### src/rtl/if_fetch_unit_if.sv
// Bus bundle between the fetch sequencer and its neighbours: PC_reg, EX redirect,
// instruction memory and the ID stage. "master" is the fetch unit's view.
interface if_fetch_unit_if #(
  parameter int ADDR_W = 32
);
  logic [ADDR_W-1:0] pc_in;
  logic              pc_ld;
  logic [ADDR_W-1:0] pc_next;
  logic              redirect_valid;
  logic [ADDR_W-1:0] redirect_pc;
  logic              imem_req_valid;
  logic              imem_req_ready;
  logic [ADDR_W-1:0] imem_req_addr;
  logic              imem_rsp_valid;
  logic [31:0]       imem_rsp_data;
  logic              id_valid;
  logic              id_ready;
  logic [31:0]       id_instr;
  logic [ADDR_W-1:0] id_pc;

  modport master (
    input  pc_in, redirect_valid, redirect_pc, imem_req_ready,
           imem_rsp_valid, imem_rsp_data, id_ready,
    output pc_ld, pc_next, imem_req_valid, imem_req_addr,
           id_valid, id_instr, id_pc
  );

  modport slave (
    output pc_in, redirect_valid, redirect_pc, imem_req_ready,
           imem_rsp_valid, imem_rsp_data, id_ready,
    input  pc_ld, pc_next, imem_req_valid, imem_req_addr,
           id_valid, id_instr, id_pc
  );
endinterface

### src/rtl/if_fetch_unit.sv
// Instruction-fetch sequencer: issues imem requests from PC_reg, steers PC_reg,
// pairs in-order responses with their PCs and queues {pc, instr} for ID.
module if_fetch_unit #(
  parameter int ADDR_W   = 32,
  parameter int FQ_DEPTH = 2,
  parameter int MAX_OUT  = 2
) (
  input logic               clk,
  input logic               rst_n,
  if_fetch_unit_if.master   io_bus
);

  localparam int OW  = $clog2(MAX_OUT + 1);
  localparam int PW  = (MAX_OUT > 1) ? $clog2(MAX_OUT) : 1;
  localparam int FW  = $clog2(FQ_DEPTH);
  localparam int FCW = $clog2(FQ_DEPTH + 1);
  localparam int SW  = $clog2(FQ_DEPTH + MAX_OUT + 1);

  localparam logic [OW-1:0] MAX_OUT_C  = OW'(MAX_OUT);
  localparam logic [SW-1:0] FQ_DEPTH_C = SW'(FQ_DEPTH);
  localparam logic [PW-1:0] PCF_LAST   = PW'(MAX_OUT - 1);

  logic [OW-1:0]     r_outCnt;
  logic [OW-1:0]     r_killCnt;
  logic [ADDR_W-1:0] r_pcf [MAX_OUT];
  logic [PW-1:0]     r_pcfWr;
  logic [PW-1:0]     r_pcfRd;
  logic [ADDR_W-1:0] r_fqPc    [FQ_DEPTH];
  logic [31:0]       r_fqInstr [FQ_DEPTH];
  logic [FW-1:0]     r_fqWr;
  logic [FW-1:0]     r_fqRd;
  logic [FCW-1:0]    r_fqCnt;

  logic w_credit;
  logic w_reqValid;
  logic w_reqFire;
  logic w_rspFire;
  logic w_fqPush;
  logic w_fqPop;
  logic w_unusedBits;

  function automatic logic [PW-1:0] incPcf(input logic [PW-1:0] p);
    return (p == PCF_LAST) ? '0 : p + 1'b1;
  endfunction

  // Credit counts in-flight requests as already occupying queue slots, so the queue never overflows.
  assign w_credit   = (r_outCnt < MAX_OUT_C) &&
                      ((SW'(r_outCnt) + SW'(r_fqCnt)) < FQ_DEPTH_C);
  assign w_reqValid = rst_n && !io_bus.redirect_valid && w_credit;
  assign w_reqFire  = w_reqValid && io_bus.imem_req_ready;
  assign w_rspFire  = io_bus.imem_rsp_valid && (r_outCnt != '0);
  assign w_fqPush   = w_rspFire && (r_killCnt == '0) && !io_bus.redirect_valid;
  assign w_fqPop    = (r_fqCnt != '0) && io_bus.id_ready && !io_bus.redirect_valid;

  assign io_bus.imem_req_valid = w_reqValid;
  assign io_bus.imem_req_addr  = io_bus.pc_in;
  assign io_bus.pc_ld          = rst_n && (w_reqFire || io_bus.redirect_valid);
  assign io_bus.pc_next        = io_bus.redirect_valid
                                 ? {io_bus.redirect_pc[ADDR_W-1:2], 2'b00}
                                 : io_bus.pc_in + ADDR_W'(4);
  assign io_bus.id_valid       = (r_fqCnt != '0);
  assign io_bus.id_pc          = r_fqPc[r_fqRd];
  assign io_bus.id_instr       = r_fqInstr[r_fqRd];

  assign w_unusedBits = ^io_bus.redirect_pc[1:0];

  // kill_cnt covers responses still owed for the squashed path; one arriving this cycle is already dropped.
  always_ff @(posedge clk or negedge rst_n) begin
    if (!rst_n) begin
      r_outCnt  <= '0;
      r_killCnt <= '0;
      r_pcfWr   <= '0;
      r_pcfRd   <= '0;
      for (int i = 0; i < MAX_OUT; i++) r_pcf[i] <= '0;
    end else begin
      r_outCnt <= r_outCnt + OW'(w_reqFire) - OW'(w_rspFire);
      if (w_reqFire) begin
        r_pcf[r_pcfWr] <= io_bus.pc_in;
        r_pcfWr        <= incPcf(r_pcfWr);
      end
      if (w_rspFire) r_pcfRd <= incPcf(r_pcfRd);
      if (io_bus.redirect_valid)
        r_killCnt <= r_outCnt - OW'(w_rspFire);
      else if (w_rspFire && (r_killCnt != '0))
        r_killCnt <= r_killCnt - 1'b1;
    end
  end

  always_ff @(posedge clk or negedge rst_n) begin
    if (!rst_n) begin
      r_fqWr  <= '0;
      r_fqRd  <= '0;
      r_fqCnt <= '0;
      for (int i = 0; i < FQ_DEPTH; i++) begin
        r_fqPc[i]    <= '0;
        r_fqInstr[i] <= '0;
      end
    end else if (io_bus.redirect_valid) begin
      r_fqWr  <= '0;
      r_fqRd  <= '0;
      r_fqCnt <= '0;
    end else begin
      if (w_fqPush) begin
        r_fqPc[r_fqWr]    <= r_pcf[r_pcfRd];
        r_fqInstr[r_fqWr] <= io_bus.imem_rsp_data;
        r_fqWr            <= r_fqWr + 1'b1;
      end
      if (w_fqPop) r_fqRd <= r_fqRd + 1'b1;
      r_fqCnt <= r_fqCnt + FCW'(w_fqPush) - FCW'(w_fqPop);
    end
  end

endmodule

### src/flat_wrapper.sv
// flat-port wrapper written by rule: the top's interface ports become plain ports
module if_fetch_unit_flat 
#(
  parameter int ADDR_W   = 32,
  parameter int FQ_DEPTH = 2,
  parameter int MAX_OUT  = 2
)
  (clk, rst_n, io_bus_pc_in, io_bus_redirect_valid, io_bus_redirect_pc, io_bus_imem_req_ready, io_bus_imem_rsp_valid, io_bus_imem_rsp_data, io_bus_id_ready, io_bus_pc_ld, io_bus_pc_next, io_bus_imem_req_valid, io_bus_imem_req_addr, io_bus_id_valid, io_bus_id_instr, io_bus_id_pc);
  if_fetch_unit_if #(.ADDR_W(ADDR_W)) io_bus_i ();
  input logic clk;
  input logic rst_n;
  input wire logic [$bits(io_bus_i.pc_in)-1:0] io_bus_pc_in;
  input wire logic [$bits(io_bus_i.redirect_valid)-1:0] io_bus_redirect_valid;
  input wire logic [$bits(io_bus_i.redirect_pc)-1:0] io_bus_redirect_pc;
  input wire logic [$bits(io_bus_i.imem_req_ready)-1:0] io_bus_imem_req_ready;
  input wire logic [$bits(io_bus_i.imem_rsp_valid)-1:0] io_bus_imem_rsp_valid;
  input wire logic [$bits(io_bus_i.imem_rsp_data)-1:0] io_bus_imem_rsp_data;
  input wire logic [$bits(io_bus_i.id_ready)-1:0] io_bus_id_ready;
  output wire logic [$bits(io_bus_i.pc_ld)-1:0] io_bus_pc_ld;
  output wire logic [$bits(io_bus_i.pc_next)-1:0] io_bus_pc_next;
  output wire logic [$bits(io_bus_i.imem_req_valid)-1:0] io_bus_imem_req_valid;
  output wire logic [$bits(io_bus_i.imem_req_addr)-1:0] io_bus_imem_req_addr;
  output wire logic [$bits(io_bus_i.id_valid)-1:0] io_bus_id_valid;
  output wire logic [$bits(io_bus_i.id_instr)-1:0] io_bus_id_instr;
  output wire logic [$bits(io_bus_i.id_pc)-1:0] io_bus_id_pc;
  assign io_bus_i.pc_in = io_bus_pc_in;
  assign io_bus_i.redirect_valid = io_bus_redirect_valid;
  assign io_bus_i.redirect_pc = io_bus_redirect_pc;
  assign io_bus_i.imem_req_ready = io_bus_imem_req_ready;
  assign io_bus_i.imem_rsp_valid = io_bus_imem_rsp_valid;
  assign io_bus_i.imem_rsp_data = io_bus_imem_rsp_data;
  assign io_bus_i.id_ready = io_bus_id_ready;
  assign io_bus_pc_ld = io_bus_i.pc_ld;
  assign io_bus_pc_next = io_bus_i.pc_next;
  assign io_bus_imem_req_valid = io_bus_i.imem_req_valid;
  assign io_bus_imem_req_addr = io_bus_i.imem_req_addr;
  assign io_bus_id_valid = io_bus_i.id_valid;
  assign io_bus_id_instr = io_bus_i.id_instr;
  assign io_bus_id_pc = io_bus_i.id_pc;
  if_fetch_unit #(.ADDR_W(ADDR_W), .FQ_DEPTH(FQ_DEPTH), .MAX_OUT(MAX_OUT)) u_core (.clk(clk), .rst_n(rst_n), .io_bus(io_bus_i));
endmodule
### config.mk
export PLATFORM = sky130hd
export DESIGN_NAME = if_fetch_unit_flat
export DESIGN_NICKNAME = d
export VERILOG_FILES = /design/src/rtl/if_fetch_unit_if.sv /design/src/rtl/if_fetch_unit.sv /design/src/flat_wrapper.sv
export SDC_FILE = /design/constraint.sdc
export NUM_CORES = 1
export LEC_CHECK = 0
export BUFFER_PORTS_ARGS = -buffer_cell sky130_fd_sc_hd__buf_4
export CORE_MARGIN = 1
export CORE_UTILIZATION = 49
export CTS_CLUSTER_SIZE = 14
export DETAILED_ROUTE_END_ITERATION = 16
export MAX_ROUTING_LAYER = met4
export PLACE_DENSITY = 0.76
export SETUP_SLACK_MARGIN = 0.15
export SKIP_LAST_GASP = 1
export SYNTH_ARGS = -nofsm -noshare
export SYNTH_HDL_FRONTEND = slang
export SYNTH_SLANG_ARGS = --single-unit
### constraint.sdc
create_clock -name clk -period 3.9 [get_ports clk]
set_input_delay 1.17 -clock clk [delete_from_list [all_inputs] [get_ports clk]]
set_output_delay 1.17 -clock clk [all_outputs]
set_load 0.02 [all_outputs]
Yosys cells after proc, flatten, opt, wreduce, memory -nomap -nowiden
Cells that the tools add are included.
{ "word_totals": {"elab_cells": 87, "output_inout_bits": 131, "input_bits": 102, "ff_bits": 202} }
{ "op_classes": {"addsub": 12, "reduce_logical": 23, "n_lt_le_gt_ge": 8, "bitwise_logic": 5, "mux": 26} }
{ "op_table": {"columns": ["operator", "count"], "rows": [
  ["two-way mux 32 bit", 12],
  ["bitwise mux 64 bit", 3],
  ["demux 32 bit (select 1 bit)", 2],
  ["adder 32 x 3 -> 32 bit, second input constant", 1],
  ["logical AND 1 bit", 13],
  ["nonzero test 2 bit", 6],
  [">= comparator 2 bit, second input constant", 4],
  ["NOT 1 -> 2 bit", 4],
  ["two-way mux 1 bit", 6],
  ["two-way mux 2 bit", 3],
  ["subtractor 2 x 1 -> 2 bit", 3],
  ["adder 1 bit, second input constant", 4],
  ["adder 2 x 1 -> 2 bit", 2],
  ["less-than comparator 2 x 1 -> 1 bit, second input constant", 2],
  ["adder 2 x 2 -> 3 bit", 1],
  ["less-than comparator 3 x 2 -> 1 bit, second input constant", 1],
  ["logical NOT 2 bit", 1],
  ["less-than comparator 2 bit, second input constant", 1],
  ["AND reduction 2 bit", 1],
  ["subtractor 2 x 1 -> 2 bit, second input constant", 1],
  ["logical NOT 1 bit", 1],
  ["logical OR 1 bit", 1],
  ["NOT 1 bit", 1]
]} }

Depth between registers and ports, before layout
Gate-level depths: netlist of the first run.
{ "logic_depth": {"word_depth": 7, "depth_mapped": 9, "depth_no_buf": 8} }

Least setup slack after synthesis of the first run
No wires, ideal clock.
{ "synth_timing": {"path_type": "input port to output port", "startpoint": "input port io_bus_pc_in[4]", "endpoint": "output port io_bus_pc_next[27]", "path_buffers": 2, "cell_stages": 6, "arrival_ns": 2.936, "t_required_ns": 2.730, "setup_slack_ns": -0.206, "cell_sequence": "buf_2 -> nand4_1 -> or4_4 -> buf_6 -> or4_1 -> a31oi_1"} }
{ "synth_via": {"elab_chain_cells": 2} }
{ "synth_lines": {"columns": ["element", "line", "rtl"], "rows": [
  ["start, declared", "flat_wrapper.sv:12", "input wire logic [$bits(io_bus_i.pc_in)-1:0] io_bus_pc_in;"],
  ["adder 32 x 3 -> 32 bit", "if_fetch_unit.sv:60", ": io_bus.pc_in + ADDR_W'(4);"],
  ["two-way mux 32 bit", "if_fetch_unit.sv:59", "? {io_bus.redirect_pc[ADDR_W-1:2], 2'b00}"],
  ["end, declared", "flat_wrapper.sv:20", "output wire logic [$bits(io_bus_i.pc_next)-1:0] io_bus_pc_next;"]
]} }
Every way passes these cells.

Worst setup path in the final report of the first run
{ "layout_timing": {"startpoint": "input port io_bus_pc_in[3]", "endpoint": "output port io_bus_pc_next[19]"} }
Same word-level chain as after synthesis.

==> impl_results.rst, run 1 <==
.. list-table::
   :header-rows: 1

   * - Metric
     - Value
   * - Clock share of power
     - 25.1%
   * - Yosys synthesis warning count
     - 0
   * - Startpoint type of the worst setup path
     - primary input
   * - Final hold viol count
     - 0
   * - First-pass GRT wire length
     - 39300 um
   * - Multi-input logic area
     - 4780 um2
   * - Proportion of power drawn by flip-flops and latches
     - 38.1%
   * - Leakage
     - 6.45 nW
   * - Final ANT Viol Nets
     - 0
   * - Effective utilization at floorplan
     - 50.8%
   * - Height of the die
     - 145 um
   * - R2r worst-path depth
     - 6
   * - Failing checks
     - setup timing
   * - IR Drop Worst-Case VDD
     - 528 uV
   * - Iteration count of the initial detailed-routing pass
     - 4
   * - Row count
     - 51
   * - Vias
     - 7078
   * - Maximum fanout along the worst path
     - 5
   * - Critical Path End Type
     - output pin
   * - Outcome
     - complete, but fails checks
   * - Vias in the first global route
     - 7444
   * - Portion of the clock cycle consumed by the worst path in the final layout
     - 102%
   * - Max-cap violation count
     - 0
   * - Routed length per instance
     - 18.7 um
   * - Worst Max-Slew Pin Slew
     - 1.20 ns
   * - Upper clock frequency limit
     - 251 MHz
   * - Ratio of cells with drive above 1 in the final layout
     - 64.4%
   * - Endpoint of the worst register-to-register path
     - u_core.r_fqPc[21]$_DFFE_PN0P_
   * - Net total in the final layout
     - 1130
   * - Clk buf depth
     - 3
   * - Final setup violation count
     - 6
   * - Mapped Cells
     - 776
   * - Placeable Area
     - 19700 um2
   * - RD Place Congestion
     - 0.878
   * - Pre-CTS setup slack
     - -0.158 ns
   * - Unique masters post-synth
     - 42
   * - DRC violation count after routing
     - 0
   * - Relative slew slack
     - 19.8%
   * - Worst-Skew Late Latency
     - 0.50 ns
   * - Global router's overall resource usage
     - 23.9%
   * - Initial antenna violation count
     - 0
   * - Port bufs
     - 230
   * - Netlist area before placement
     - 10000 um2
   * - Clock tree from TritonCTS
     - yes
   * - Congestion Overflow GR
     - 0
   * - Post-Route WL
     - 24400 um
   * - Number of standard cells in the final layout excluding fillers
     - 1303
   * - Total CTS buffers
     - 23
   * - Mapped Avg Cell Area
     - 12.9 um2
   * - Hpwl dp
     - 16300 um
   * - Part of the total power dissipated in combinational logic
     - 36.8%
   * - Largest clock skew in the final design
     - 0.00709 ns
   * - Flops & latches, synth
     - 202
   * - Clock transition at the registers of the reported paths
     - 0.06 ns
   * - Fill count
     - 1467
   * - Commonest non-fill, non-tap cell in the layout
     - mux2_2
   * - Required @ worst endpoint
     - 2.73 ns
   * - Worst-case setup margin in the final layout
     - -0.0891 ns
   * - Sw frac
     - 31.1%
   * - Number of DRC violations after detailed-routing iteration 0
     - 368
   * - Psw
     - 2.80 mW
   * - Net count after synthesis
     - 884
   * - Die footprint
     - 21000 um2
   * - Path category of the worst min-delay check
     - in2async
   * - Internal power
     - 6.22 mW
   * - Largest net degree at the start of global routing
     - 199
   * - Setup TNS
     - -0.358 ns
   * - Source of the worst register-to-register timing path
     - u_core.r_outCnt[1]$_DFF_PN0_
   * - Arrival time reported for the critical path endpoint
     - 2.82 ns
   * - Antenna cell count
     - 0
   * - RSZ-0062 raised after global routing
     - true
   * - Root Buffer
     - clkbuf_16
   * - Sinks on the clock net
     - 202
   * - Number of ports placed on the die boundary
     - 233
   * - Via density per instance
     - 5.43
   * - Startpoint-to-endpoint class of the critical path
     - in2out
   * - H-tree levels
     - 1
   * - Cell total after placement
     - 1256
   * - Setup slack on the worst flop-to-flop path
     - 1.34 ns
   * - Width of the die
     - 145 um
   * - Most used cells in the layout excluding fill and tap cells
     - 291 x mux2_2, 276 x buf_4, 201 x dfrtp_1
   * - Time the final worst path needs with I/O delays and setup
     - 3.99 ns
   * - Area delta synth->final
     - 33.4%
   * - Flip-flop and latch area
     - 5060 um2
   * - Power density normalized to cell area
     - 676 nW/um2
   * - Sequential element share of the synthesized area
     - 50.5%
   * - Final max-slew violation count
     - 0
## critical path: stages
cell	delay, ns
buf_6	0.07
nand4_1	0.15
or4_4	0.62
buf_4	0.17
or3_4	0.33
a31oi_4	0.17
buf_6	0.14
## what timing repair did
| action | in CTS | in global routing |
|---|---|---|
| setup endpoints to repair | 15 | 18 |
| pin swaps | 10 | 7 |
| hold buffers | 0 | 0 |
| resized for setup | 29 | 21 |
| buffers inserted | 4 | 2 |
| hold endpoints to repair | 0 | 0 |
## layer usage
metal	routed length (um)	track usage, %
met4	552	6.76
met3	1150	4.09
met1	10300	29.7
met2	12400	40.2
met5	0	-
## cell type report
| class | count | area share (%) |
|---|---|---|
| clock buffers | 26 | 4.40 |
| inverters | 13 | 0.366 |
| multi-input cells | 485 | 35.8 |
| clock inverters | 15 | 1.55 |
| repair buffers | 297 | 17.5 |
| well taps | 265 | 2.48 |
| flip-flops and latches | 202 | 37.9 |
## how the worst max path moves through the flow
stage	from	end	slack [ns]	cells after the start
2_1_floorplan	io_bus_pc_in[4]	io_bus_pc_next[27]	0.01	6
3_3_place_gp	io_bus_pc_in[14]	io_bus_pc_next[25]	-0.15	6
3_5_place_dp	io_bus_pc_in[14]	io_bus_pc_next[25]	-0.16	6
4_1_cts	io_bus_pc_in[8]	io_bus_pc_next[27]	-0.09	6
5_1_grt	io_bus_pc_in[2]	io_bus_pc_next[23]	-0.11	7
6_report	io_bus_pc_in[3]	io_bus_pc_next[19]	-0.09	7
## metrics by stage
| stage | util [%] | power (mW) | instance area, um2 | hold WS [ns] |
|---|---|---|---|---|
| floorplan | - | 5.58 | 10200 | 0.460 |
| global placement | 62.2 | 6.64 | 12300 | 0.473 |
| detailed placement | 62.2 | 6.78 | 12300 | 0.488 |
| CTS | 67.0 | 9.10 | 13200 | 0.462 |
| global route | 67.7 | 9.50 | 13300 | 0.472 |
| finish | 67.7 | 9.02 | 13300 | 0.479 |
## Yosys cell counts
master | number | area, um2
buf_4 | 32 | 240
nor2b_1 | 4 | 25.0
nand4_1 | 10 | 62.6
and4_1 | 3 | 26.3
o311ai_0 | 5 | 43.8
fa_1 | 1 | 20.0
mux2_2 | 291 | 3280
nand3_1 | 10 | 50.1
nand2_1 | 37 | 139
clkinv_1 | 1 | 3.75
buf_2 | 14 | 70.1
nand3b_1 | 1 | 7.51
or4_1 | 5 | 37.5
nor4_1 | 6 | 37.5
o31ai_1 | 4 | 30.0
or3_1 | 1 | 6.26
xnor2_1 | 14 | 123
a21oi_1 | 1 | 5.00
nand2b_1 | 1 | 6.26
a311oi_1 | 1 | 8.76
a31oi_1 | 9 | 56.3
inv_1 | 12 | 45.0
clkbuf_1 | 25 | 93.8
dfrtp_1 | 202 | 5050
nand4b_1 | 2 | 17.5
or3_2 | 2 | 15.0
o21ai_0 | 20 | 100
nor2_1 | 22 | 82.6
buf_1 | 4 | 15.0
or4_4 | 1 | 11.3
xor2_1 | 9 | 78.8
and3_1 | 2 | 12.5
a21boi_0 | 1 | 7.51
o41ai_1 | 2 | 17.5
ha_1 | 5 | 62.6
mux2i_1 | 1 | 10.0
or2_2 | 6 | 37.5
nand3_4 | 1 | 17.5
nor3_1 | 5 | 25.0
buf_6 | 1 | 11.3
and2_1 | 1 | 6.26
nand4_2 | 1 | 12.5
## registers in the layout, summed over array words and instances (netlist names)
signal and count:
u_core.r_fqCnt 2, u_core.r_pcfWr 1, u_core.r_fqWr 1, u_core.r_pcf 64, u_core.r_pcfRd 1, u_core.r_killCnt 2, u_core.r_outCnt 2, u_core.r_fqRd 1
u_core.r_fqInstr 64, u_core.r_fqPc 64
## logic make-up after synthesis
group,after synthesis,synth area share [%]
buf+inv,89,4.79
fa+ha+maj,6,0.825
compound gates,43,2.69
simple gates,121,6.35
flops,202,50.5
xor+xnor,23,2.01
mux,292,32.8
## power by group through the flow
stage / registers (mW) / clock network [mW] / logic (mW)
after floorplan: 3.25 / 0 / 2.32
after CTS: 3.44 / 2.32 / 3.35
final: 3.44 / 2.26 / 3.32
after global placement: 3.41 / 0 / 3.23
after detailed placement: 3.46 / 0 / 3.31
after global routing: 3.55 / 2.39 / 3.56
No activity file was read; power rests on OpenSTA's default activity.
==> run 2, diff against run 1 <==
--- a/config.mk
+++ b/config.mk
@@ -5,13 +5,13 @@
 export SDC_FILE = /design/constraint.sdc
 export NUM_CORES = 1
 export LEC_CHECK = 0
-export BUFFER_PORTS_ARGS = -buffer_cell sky130_fd_sc_hd__buf_4
 export CORE_MARGIN = 1
 export CORE_UTILIZATION = 49
 export CTS_CLUSTER_SIZE = 14
 export DETAILED_ROUTE_END_ITERATION = 16
+export DONT_BUFFER_PORTS = 1
 export MAX_ROUTING_LAYER = met4
-export PLACE_DENSITY = 0.76
+export PLACE_DENSITY = 0.65
 export SETUP_SLACK_MARGIN = 0.15
 export SKIP_LAST_GASP = 1
 export SYNTH_ARGS = -nofsm -noshare
==> impl_results.rst, run 2 (same netlist as run 1, synthesis figures left out) <==
.. list-table::
   :header-rows: 1

   * - Metric
     - Value
   * - Outcome
     - complete, but fails checks
   * - Failing checks
     - setup timing
   * - Placeable Area
     - 19700 um2
   * - Worst hold-check slack
     - 0.380 ns
   * - Congestion Overflow GR
     - 0
   * - RD Place Congestion
     - 0.824
   * - Cell total after placement
     - 1002
   * - Area delta synth->final
     - 12.7%
   * - Upper clock frequency limit
     - 255 MHz
   * - Worst Max-Slew Pin Slew
     - 0.952 ns
   * - Source of the worst register-to-register timing path
     - u_core.r_outCnt[0]$_DFF_PN0_
   * - Post-Route WL
     - 22300 um
   * - Hpwl dp
     - 15000 um
   * - Ratio of cells with drive above 1 in the final layout
     - 52.0%
   * - Iteration count of the initial detailed-routing pass
     - 4
   * - Vias
     - 6165
   * - Clock transition at the registers of the reported paths
     - 0.06 ns
   * - Max-cap violation count
     - 0
   * - Initial antenna violation count
     - 1
   * - Setup crit start
     - io_bus_pc_in[8]
   * - Critical Path End Type
     - output pin
   * - Final setup violation count
     - 1
   * - Final core area utilization
     - 57.2%
   * - Setup slack on the worst flop-to-flop path
     - 1.06 ns
   * - Endpoint of the worst register-to-register path
     - u_core.r_pcf[10]$_DFFE_PN0P_
   * - Global router's overall resource usage
     - 22.4%
   * - Final hold viol count
     - 0
   * - Startpoint-to-endpoint class of the critical path
     - in2out
   * - Instance area after placement
     - 10400 um2
   * - Total CTS buffers
     - 22
   * - Final design instance area without fill
     - 11300 um2
   * - Root Buffer
     - clkbuf_16
   * - RSZ-0062 raised after global routing
     - true
   * - H-tree levels
     - 1
   * - Clk buf depth
     - 3
   * - Width of the die
     - 145 um
   * - Startpoint type of the worst setup path
     - primary input
   * - First-pass GRT wire length
     - 36500 um
   * - Portion of the clock cycle consumed by the worst path in the final layout
     - 101%
   * - Net total in the final layout
     - 873
   * - Commonest non-fill, non-tap cell in the layout
     - mux2_2
   * - Row count
     - 51
   * - IR Drop Worst-Case VDD
     - 429 uV
   * - Path category of the worst min-delay check
     - in2async
   * - Number of ports placed on the die boundary
     - 233
   * - Routed length per instance
     - 21.3 um
   * - Fill count
     - 1573
   * - Required @ worst endpoint
     - 2.73 ns
   * - Final max-slew violation count
     - 0
   * - Leakage
     - 5.11 nW
   * - Largest net degree at the start of global routing
     - 207
   * - Final ANT Viol Nets
     - 0
   * - Registers with the most flip-flops
     - u_core.r_fqInstr: 64 flops, u_core.r_fqPc: 64 flops, u_core.r_pcf: 64 flops
   * - Height of the die
     - 145 um
   * - Largest clock skew in the final design
     - 0.00912 ns
   * - DRC violation count after routing
     - 0
   * - R2r worst-path depth
     - 7
   * - Worst-Skew Late Latency
     - 0.49 ns
   * - Port bufs
     - 0
   * - Most used cells in the layout excluding fill and tap cells
     - 291 x mux2_2, 200 x dfrtp_1, 35 x nand2_1
   * - Time the final worst path needs with I/O delays and setup
     - 3.92 ns
   * - Critical Path End
     - io_bus_pc_next[25]
   * - Effective utilization at floorplan
     - 50.8%
   * - Power density normalized to cell area
     - 724 nW/um2
   * - Maximum fanout along the worst path
     - 7
   * - Sinks on the clock net
     - 202
   * - Cts-stage hold buffer count
     - 0
   * - Overall power of the completed layout
     - 8.16 mW
   * - Worst-case setup margin in the final layout
     - -0.0248 ns
   * - Relative slew slack
     - 36.5%
   * - Clock tree from TritonCTS
     - yes
   * - Via density per instance
     - 5.89
   * - Number of DRC violations after detailed-routing iteration 0
     - 288
   * - Vias in the first global route
     - 6643
   * - Number of standard cells in the final layout excluding fillers
     - 1047
   * - Die footprint
     - 21000 um2
   * - Arrival time reported for the critical path endpoint
     - 2.75 ns
run 2: cell types whose count changed in the layout (fill, tap and decap cells not counted), moves of 2 or more:
cell       previous run  this run
o21ai_0              16        19
clkbuf_8              1         3
clkinv_2              8         6
buf_12                2         5
buf_4               276        34
o21ai_1               3         0
o41ai_1               0         2
bufinv_16             5         3
nor4_4                4         1
nor4_1                1         4
buf_6                17         1
run 2: layer usage:
metal | vias up | share of wire, % | global-route usage [%]
li1 | 2723 | - | -
met1 | 3192 | 40 | 26.5
met2 | 205 | 51 | 38.2
met3 | 45 | 6.4 | 4.59
met4 | 0 | 2.3 | 6.76
met5 | - | 0 | -
run 2: per-stage QoR:
step                      setup TNS (ns)  setup slack, ns
after floorplan                        0           0.0147
after global placement           -0.0476          -0.0476
after detailed placement         -0.0557          -0.0557
after CTS                        -0.0649          -0.0316
after global routing              -0.104          -0.0539
final                            -0.0248          -0.0248
run 2: repair_timing:
item | in CTS | in global routing
buffers inserted | 3 | 0
gates resized for setup | 4 | 14
gates cloned | 1 | 0
endpoints found under the setup margin | 5 | 14
pin swaps | 8 | 4
run 2: worst min-delay path by stage:
stage                                      from                                to  slack, ns
2_1_floorplan        u_core.r_pcfWr$_DFFE_PN0P_        u_core.r_pcfWr$_DFFE_PN0P_       0.46
3_3_place_gp   u_core.r_fqInstr[23]$_DFFE_PN0P_  u_core.r_fqInstr[23]$_DFFE_PN0P_       0.48
3_5_place_dp      u_core.r_fqPc[17]$_DFFE_PN0P_     u_core.r_fqPc[17]$_DFFE_PN0P_       0.49
4_1_cts                                   rst_n     u_core.r_fqPc[20]$_DFFE_PN0P_       0.36
5_1_grt                                   rst_n     u_core.r_fqPc[46]$_DFFE_PN0P_       0.36
6_report                                  rst_n     u_core.r_fqPc[20]$_DFFE_PN0P_       0.38
run 2: area by class of cell:
cell class / instances / area [um2] / area share [%]
clock buffers: 30 / 632 / 5.60
clock inverters: 10 / 128 / 1.13
flip-flops and latches: 202 / 5060 / 44.9
inverters: 13 / 48.8 / 0.433
well taps: 265 / 332 / 2.94
repair buffers: 40 / 367 / 3.25
diodes: 1 / 2.50 / 0.0222
multi-input cells: 486 / 4710 / 41.8
run 2: worst max-delay path, stage by stage:
cell	delay, ns
nand4_1	0.10
buf_6	0.14
or4_4	0.56
or4_4	0.52
a31oi_4	0.26
run 2: where the power goes:
| group | total [mW] | switching [mW] | internal [mW] | leakage, nW |
|---|---|---|---|---|
| Combinational | 2.53 | 1.19 | 1.35 | 2.11 |
| Clock | 2.14 | 0.808 | 1.33 | 0.376 |
| Sequential | 3.49 | 0.527 | 2.96 | 2.62 |
| Total | 8.16 | 2.52 | 5.64 | 5.11 |
==> run 3, diff against run 2 <==
--- a/config.mk
+++ b/config.mk
@@ -5,13 +5,15 @@
 export SDC_FILE = /design/constraint.sdc
 export NUM_CORES = 1
 export LEC_CHECK = 0
+export CELL_PAD_IN_SITES_DETAIL_PLACEMENT = 2
+export CELL_PAD_IN_SITES_GLOBAL_PLACEMENT = 2
 export CORE_MARGIN = 1
-export CORE_UTILIZATION = 49
+export CORE_UTILIZATION = 38
 export CTS_CLUSTER_SIZE = 14
 export DETAILED_ROUTE_END_ITERATION = 16
 export DONT_BUFFER_PORTS = 1
 export MAX_ROUTING_LAYER = met4
-export PLACE_DENSITY = 0.65
+export PLACE_DENSITY = 0.75
 export SETUP_SLACK_MARGIN = 0.15
 export SKIP_LAST_GASP = 1
 export SYNTH_ARGS = -nofsm -noshare
==> impl_results.rst, run 3 (same netlist as run 1, synthesis figures left out) <==
.. list-table::
   :header-rows: 1

   * - Metric
     - Value
   * - Outcome
     - finished clean
   * - Largest clock skew in the final design
     - 0.0171 ns
   * - Cell total after placement
     - 1069
   * - Startpoint type of the worst setup path
     - primary input
   * - Post-Route WL
     - 27200 um
   * - Width of the die
     - 164 um
   * - Max-cap violation count
     - 0
   * - Number of standard cells in the final layout excluding fillers
     - 1113
   * - Sw frac
     - 32.2%
   * - R2r worst-path depth
     - 7
   * - Effective utilization at floorplan
     - 38.5%
   * - RD Place Congestion
     - 0.826
   * - Final hold viol count
     - 0
   * - Part of the total power dissipated in combinational logic
     - 30.6%
   * - Relative slew slack
     - 32.7%
   * - Required @ worst endpoint
     - 2.73 ns
   * - Vias
     - 6186
   * - Worst Max-Slew Pin Slew
     - 1.01 ns
   * - IR Drop Worst-Case VDD
     - 374 uV
   * - Final setup violation count
     - 0
   * - H-tree levels
     - 1
   * - Hpwl dp
     - 18100 um
   * - Routed length per instance
     - 24.4 um
   * - Height of the die
     - 164 um
   * - Final core area utilization
     - 43.8%
   * - Clock transition at the registers of the reported paths
     - 0.06 ns
   * - Root Buffer
     - clkbuf_16
   * - Port bufs
     - 0
   * - Power density normalized to cell area
     - 754 nW/um2
   * - Final max-slew violation count
     - 0
   * - Time the final worst path needs with I/O delays and setup
     - 3.85 ns
   * - Via density per instance
     - 5.56
   * - Number of ports placed on the die boundary
     - 233
   * - Arrival time reported for the critical path endpoint
     - 2.68 ns
   * - Global router's overall resource usage
     - 20.7%
   * - Maximum fanout along the worst path
     - 7
   * - Total CTS buffers
     - 24
   * - Final ANT Viol Nets
     - 0
   * - Clock share of power
     - 28.1%
   * - Most used cells in the layout excluding fill and tap cells
     - 291 x mux2_2, 200 x dfrtp_1, 35 x nand2_1
   * - Placeable Area
     - 26000 um2
   * - Worst-Skew Late Latency
     - 0.52 ns
   * - Initial antenna violation count
     - 0
   * - Flip-flop and latch area
     - 5060 um2
   * - Psw
     - 2.76 mW
   * - Vias in the first global route
     - 7249
   * - First-pass GRT wire length
     - 41700 um
   * - Row count
     - 59
   * - Congestion Overflow GR
     - 0
   * - Portion of the clock cycle consumed by the worst path in the final layout
     - 98.6%
   * - Critical Path End Type
     - output pin
   * - DRC violation count after routing
     - 0
   * - Path category of the worst min-delay check
     - in2async
   * - Internal power
     - 5.82 mW
   * - Upper clock frequency limit
     - 260 MHz
   * - Antenna cell count
     - 0
   * - Fill count
     - 2536
   * - Sinks on the clock net
     - 202
   * - Multi-input logic area
     - 4690 um2
   * - RSZ-0062 raised after global routing
     - true
   * - Startpoint-to-endpoint class of the critical path
     - in2out
   * - Area delta synth->final
     - 13.7%
   * - Commonest non-fill, non-tap cell in the layout
     - mux2_2
   * - Ratio of cells with drive above 1 in the final layout
     - 51.9%
   * - Leakage
     - 5.11 nW
   * - Clock tree from TritonCTS
     - yes
   * - Registers with the most flip-flops
     - u_core.r_fqInstr: 64 flops, u_core.r_fqPc: 64 flops, u_core.r_pcf: 64 flops
   * - Clk buf depth
     - 3
   * - Proportion of power drawn by flip-flops and latches
     - 41.4%
   * - Cts-stage hold buffer count
     - 0
   * - Die footprint
     - 27000 um2
   * - Iteration count of the initial detailed-routing pass
     - 4
   * - Largest net degree at the start of global routing
     - 207
   * - Number of DRC violations after detailed-routing iteration 0
     - 257
   * - Net total in the final layout
     - 869
run 3: changes by cell type in the layout (fill, tap and decap cells not counted), sizes merged:
cell      delta
buf          -5
bufinv       +1
clkbuf       +3
clkinv       -2
clkinvlp     +1
diode        -1
or4          -1
run 3: path summary, 6_finish.rpt:
check,startpoint,end,slack [ns]
max reg2reg,u_core.r_outCnt[0]$_DFF_PN0_,u_core.r_pcf[34]$_DFFE_PN0P_,1.04
min in group clk,u_core.r_fqPc[24]$_DFFE_PN0P_,u_core.r_fqPc[24]$_DFFE_PN0P_,0.50
max in group asynchronous,rst_n,u_core.r_fqInstr[36]$_DFFE_PN0P_,3.09
min reg2reg,u_core.r_fqPc[24]$_DFFE_PN0P_,u_core.r_fqPc[24]$_DFFE_PN0P_,0.50
min,rst_n,u_core.r_pcfWr$_DFFE_PN0P_,0.35
max,io_bus_pc_in[3],io_bus_pc_next[29],0.05
run 3: routing by layer:
metal	global-route usage [%]	up-vias	wire [um]
li1	-	2704	-
met4	5.98	0	652
met5	-	-	0
met1	23.1	3228	10700
met2	36.8	206	14200
met3	4.60	48	1620
run 3: timing repair:
item                       4_1_cts  5_1_grt
setup endpoints to repair        6       13
buffers inserted                 1        0
pin swaps                        6        4
resized for setup                4       11
run 3: stage by stage:
step                instance area [um2]  hold WS, ns  setup TNS, ns  total power, mW  setup slack (ns)
floorplan                         10200        0.460              0             5.58            0.0147
global placement                  10400        0.481              0             5.93            0.0227
detailed placement                10400        0.493              0             6.21           0.00887
CTS                               11300        0.330              0             8.70            0.0284
global route                      11400        0.321      -0.000182             9.04         -0.000182
finish                            11400        0.351              0             8.58            0.0546
run 3: worst max-delay path, stage by stage:
cell,delay (ns)
nand4_1,0.13
or4_4,0.59
or4_4,0.54
a31oi_4,0.23
run 3: area by class of cell:
cell class                 instances  share of cell area [%]
sequential                       202                    44.5
multi-input combinational        485                    41.2
clock buffer                      33                    6.10
tap                              335                    3.68
timing repair buffer              35                    2.64
clock inverter                    10                    1.46
inverter                          13                   0.429
run 3: power groups by stage:
stage               combinational, mW  clock, mW  sequential (mW)
floorplan                        2.32          0             3.25
global placement                 2.49          0             3.44
detailed placement               2.64          0             3.57
CTS                              2.67       2.48             3.55
global route                     2.82       2.56             3.66
finish                           2.62       2.41             3.55
